==> src/rtl/uart_tx_arbiter.sv <==
// Round-robin arbiter that shares one uart_tx serializer between NUM_REQ byte producers.
// Grants one byte per frame and can hold a packet lock so multi-byte messages never interleave.
module uart_tx_arbiter #(
  parameter int NUM_REQ       = 4,
  parameter int IDXW          = 2,
  parameter int BUSY_WAIT_MAX = 15
) (
  input  logic                 clock,
  input  logic                 reset,
  input  logic [NUM_REQ-1:0]   req,
  input  logic [NUM_REQ-1:0]   req_last,
  input  logic [8*NUM_REQ-1:0] req_data,
  output logic [NUM_REQ-1:0]   req_ack,
  output logic                 tx_start,
  output logic [7:0]           tx_data,
  input  logic                 tx_busy,
  output logic [IDXW-1:0]      owner,
  output logic                 locked,
  output logic                 timeout_err
);

  localparam int CNTW = $clog2(BUSY_WAIT_MAX + 1);

  typedef enum logic [1:0] {
    IDLE      = 2'd0,
    START     = 2'd1,
    WAIT_BUSY = 2'd2,
    WAIT_DONE = 2'd3
  } state_t;

  state_t              state_q, state_d;
  logic [NUM_REQ-1:0]  req_ack_q, req_ack_d;
  logic                tx_start_q, tx_start_d;
  logic [7:0]          tx_data_q, tx_data_d;
  logic [IDXW-1:0]     owner_q, owner_d;
  logic                locked_q, locked_d;
  logic                timeout_err_q, timeout_err_d;
  logic [CNTW-1:0]     cnt_q, cnt_d;
  logic [CNTW-1:0]     cnt_inc;

  logic [NUM_REQ-1:0]  cand;
  logic                found;
  logic [IDXW-1:0]     win;
  logic [IDXW-1:0]     idx;

  // While locked only the owner may be granted; search begins just past the owner.
  always_comb begin
    cand = req;
    if (locked_q) begin
      cand = '0;
      cand[owner_q] = req[owner_q];
    end
    found = 1'b0;
    win   = owner_q;
    idx   = owner_q;
    for (int k = 1; k <= NUM_REQ; k++) begin
      idx = IDXW'((int'(owner_q) + k) % NUM_REQ);
      if (!found && cand[idx]) begin
        found = 1'b1;
        win   = idx;
      end
    end
  end

  assign cnt_inc = cnt_q + CNTW'(1);

  always_comb begin
    state_d       = state_q;
    req_ack_d     = '0;
    tx_start_d    = 1'b0;
    tx_data_d     = tx_data_q;
    owner_d       = owner_q;
    locked_d      = locked_q;
    timeout_err_d = 1'b0;
    cnt_d         = cnt_q;
    case (state_q)
      IDLE: begin
        if (!tx_busy && found) begin
          tx_data_d      = req_data[8*win +: 8];
          tx_start_d     = 1'b1;
          req_ack_d[win] = 1'b1;
          owner_d        = win;
          locked_d       = ~req_last[win];
          state_d        = START;
        end
      end
      START: begin
        cnt_d   = '0;
        state_d = WAIT_BUSY;
      end
      WAIT_BUSY: begin
        if (tx_busy) begin
          state_d = WAIT_DONE;
        end else if (cnt_inc == CNTW'(BUSY_WAIT_MAX - 1)) begin
          // Serializer never answered: drop the byte and release any packet lock.
          timeout_err_d = 1'b1;
          locked_d      = 1'b0;
          state_d       = IDLE;
        end else begin
          cnt_d = cnt_inc;
        end
      end
      WAIT_DONE: begin
        if (!tx_busy) state_d = IDLE;
      end
      default: state_d = IDLE;
    endcase
  end

  always_ff @(posedge clock) begin
    if (reset) begin
      state_q       <= IDLE;
      req_ack_q     <= '0;
      tx_start_q    <= 1'b0;
      tx_data_q     <= 8'h00;
      owner_q       <= IDXW'(NUM_REQ - 1);
      locked_q      <= 1'b0;
      timeout_err_q <= 1'b0;
      cnt_q         <= '0;
    end else begin
      state_q       <= state_d;
      req_ack_q     <= req_ack_d;
      tx_start_q    <= tx_start_d;
      tx_data_q     <= tx_data_d;
      owner_q       <= owner_d;
      locked_q      <= locked_d;
      timeout_err_q <= timeout_err_d;
      cnt_q         <= cnt_d;
    end
  end

  assign req_ack     = req_ack_q;
  assign tx_start    = tx_start_q;
  assign tx_data     = tx_data_q;
  assign owner       = owner_q;
  assign locked      = locked_q;
  assign timeout_err = timeout_err_q;

endmodule
==> config.mk <==
export PLATFORM = sky130hd
export DESIGN_NAME = uart_tx_arbiter
export DESIGN_NICKNAME = d
export VERILOG_FILES = /design/src/rtl/uart_tx_arbiter.sv
export SDC_FILE = /design/constraint.sdc
export NUM_CORES = 1
export LEC_CHECK = 0
export ABC_AREA = 1
export CORE_ASPECT_RATIO = 2
export CORE_MARGIN = 10
export CORE_UTILIZATION = 39
export CTS_BUF_LIST = sky130_fd_sc_hd__clkbuf_16
export CTS_CLUSTER_DIAMETER = 120
export DETAILED_ROUTE_END_ITERATION = 8
export PLACE_DENSITY = 0.86
export SLEW_MARGIN = 25
export SYNTH_ARGS = -nofsm -noshare
export SYNTH_HDL_FRONTEND = slang
export SYNTH_SLANG_ARGS = --single-unit
==> constraint.sdc <==
create_clock -name clock -period 2.2 [get_ports clock]
set_input_delay 0.55 -clock clock [delete_from_list [all_inputs] [get_ports clock]]
set_output_delay 0.55 -clock clock [all_outputs]
set_load 0.005 [all_outputs]
==> qor.yml, run 1 <==
status: "finished, violations left"
failed_checks: "setup timing"
cp_slowest_cell: "dfxtp_2"
die_w_um: 64.22
route.detailed.drc: 0
drtIter0Drc: 105
crit_type: "register to register"
firstDrtPassIters: 4
clk_latency_ps: 250
p_leak_nw: 1.249
avgSynthCellArea_um2: 6.251
rsz0062_at_grt: "yes"
ys_seq_elements: 23
route.antenna.remaining_nets: 0
n_fill_cell: 298
cts_root_buf: "clkbuf_16"
areaGrowthSynthToFinish_pct: 73.58
slew_headroom_pct: 75.48
io_buffers: 59
wirelength_um: 6110
arrival_ps: 2430
ys_seq_area_share_pct: 30.19
yosysWarnings: 0
drv_slew: 0
cts_inserted_buffers: 3
max_freq_ghz: 0.4449
diodes: 0
critPathTopFamily: "simple AND/OR/NAND/NOR gates"
cp_cell_sequence: "buf_6 > inv_8 > ha_1 > nand2_1 > inv_1 > nand3_2 > nand3_1 > nand2_2 > nand2_1 > nand2_2 > nand2_2 > nand2_1 > nand2_2 > buf_4 > nand3_1 > nand2_1 > nand2_1 > nand3_1 > a21oi_2"
setup_ws_ps: -47.54
num_vias: 1993
die_h_um: 108.4
p_per_area_nw_per_um2: 1325
setup_viol: 10
drive_gt1_share_pct: 26.35
num_rows: 32
clock_skew_ps: 2.384
worst-path-buf-inv: 4
path_clk_slew_ps: 60
tritoncts: "done"
cts_buffer_depth: 2
cts.sinks: 23
wl_per_cell_um: 15.87
drt-vias-per-instance: 5.177
timing.setup.tns_ps: -297.5
cp_max_fo: 6
core_um2: 3804
start_util_pct: 40.10
crit_top_cell: "nand2_1"
cp-end-kind: "register"
period_needed_ps: 2248
dpl_worst_slack_ps: -447.6
grt_pass1_vias: 2097
vdd_drop_max_v: 0.0009141
max_stage_delay_ps: 340
grt-ovfl-total: 0
dpl.hpwl_um: 4369
cts_hold_buf: 0
fp.dieArea_um2: 6964
hold_violations: 0
cap_violations: 0
final_common_cell: "nand2_1"
grtUsageTotal_pct: 16.58
synth_cell_types: 27
synthCells: 244
period_share_pct: 102.2
most-common-layout-cells: "98 x nand2_1, 55 x clkdlybuf4s50_1, 23 x buf_4, 22 x nand3_1, 21 x dfxtp_1"
ios: 60
gp_congestion: 0.8981
syn_area_um2: 1525
worst_slew_pin_slew_ps: 363.9
synth_nets: 293
grt_max_degree: 17
worstHoldPathType: "register to register"
h-tree-depth: 1
antenna_found_initial: 0
critPathRequiredTime_ps: 2390
start_kind: "register"
grt_pass1_wl_um: 9252
nNetsFinal: 384
## registers in the layout (all words and copies together) (netlist names)
register and flops:
req_ack 4, locked 1, tx_start 1, tx_data 8, owner 2, cnt_q 4
state_q 2, timeout_err 1
## per-layer routing
| metal | track usage [%] | wire length [um] | vias up |
|---|---|---|---|
| li1 | - | - | 959 |
| met1 | 12.70 | 1881 | 900 |
| met2 | 33.12 | 3486 | 94 |
| met3 | 2.902 | 300 | 40 |
| met4 | 14.77 | 443 | 0 |
| met5 | 0 | 0 | - |
## worst min-delay path, cell delays in order (launching register included)
cell and delay [ps]:
dfxtp_1 320, nand2_1 60, a21oi_1 50
## synth_stat cells
cell | count | area share [%]
inv_6 | 1 | 0.57
buf_6 | 3 | 2.2
xnor2_1 | 1 | 0.57
buf_2 | 1 | 0.33
nor2_2 | 4 | 1.6
nand3b_1 | 1 | 0.49
nand2_1 | 109 | 27
a211oi_1 | 1 | 0.49
nand2_2 | 8 | 3.3
nor2_1 | 11 | 2.7
inv_2 | 2 | 0.49
nor3_1 | 4 | 1.3
ha_1 | 6 | 4.9
a31oi_1 | 1 | 0.41
nand4_1 | 1 | 0.41
o22ai_1 | 1 | 0.41
o21ai_1 | 1 | 0.33
nor2_4 | 1 | 0.74
nand3_2 | 2 | 1.3
nand4_4 | 1 | 1.4
xor2_1 | 1 | 0.57
nand3_1 | 33 | 11
o21ai_0 | 2 | 0.66
a21oi_1 | 6 | 2.0
inv_1 | 18 | 4.4
o21a_1 | 1 | 0.49
dfxtp_1 | 23 | 30
## cell families (layout without fill, tap and decap cells)
family	Yosys count	after routing	synth area share, %
AO/OA/AOI/OAI	13	13	4.759
flip-flops	23	23	30.19
AND/OR/NAND/NOR	175	175	50.94
XOR/XNOR	2	2	1.149
adder cells (fa/ha/maj)	6	6	4.922
buffers and inverters	25	115	8.039
## final timing paths
path,depth (start not counted),slack (ps),start,endpoint
min reg2reg,2,480,cnt_q[3]$_SDFFE_PP0P_,cnt_q[3]$_SDFFE_PP0P_
max,19,-50,owner[0]$_SDFFE_PP1P_,locked$_SDFFE_PP0P_
min,2,480,cnt_q[3]$_SDFFE_PP0P_,cnt_q[3]$_SDFFE_PP0P_
max reg2reg,19,-50,owner[0]$_SDFFE_PP1P_,locked$_SDFFE_PP0P_
## metrics by stage
stage	cells	area, um^2	utilization [%]	power [mW]	hold slack (ps)
4_1_cts	382	2551	67.07	3.214	480.9
6_report	385	2648	69.61	3.507	477.1
5_1_grt	385	2648	69.61	3.738	504.6
3_5_place_dp	373	2313	60.82	2.551	464.9
3_3_place_gp	373	2313	60.82	2.493	454.6
2_1_floorplan	244	1525	-	1.795	444.9
## where the power goes
group | leakage [nW] | switching, mW | internal (mW)
Combinational | 1.02 | 1.44 | 1.08
Sequential | 0.187 | 0.0789 | 0.520
Clock | 0.0409 | 0.144 | 0.244
## area by class of cell
class | instances | area, um^2 | share of cell area (%)
flip-flops and latches | 23 | 465.4 | 17.58
multi-input cells | 196 | 1104 | 41.68
repair inverters | 1 | 7.507 | 0.2836
inverters | 21 | 88.84 | 3.355
repair buffers | 89 | 838.3 | 31.66
well taps | 51 | 63.81 | 2.410
clock inverters | 1 | 5.005 | 0.1890
clock buffers | 3 | 75.07 | 2.836
## what timing repair did
| action | CTS | global route |
|---|---|---|
| pin swaps | 13 | 21 |
| setup buffers | 5 | 2 |
| resized for setup | 36 | 22 |
| endpoints found under the setup margin | 16 | 15 |
| gates cloned | 0 | 1 |
Note: power is estimated with default switching activity, not from simulation.
==> inputs of run 2 (changes only) <==
- CTS_CLUSTER_SIZE: unset -> 25
==> results of run 2 <==
No change in the layout: final DEF, timing and power equal those of run 1.
==> inputs of run 3 (changes only) <==
- CAP_MARGIN: unset -> 25
- SLEW_MARGIN: 25 -> 20
==> results of run 3 <==
No change in the layout: final DEF, timing and power equal those of run 1.
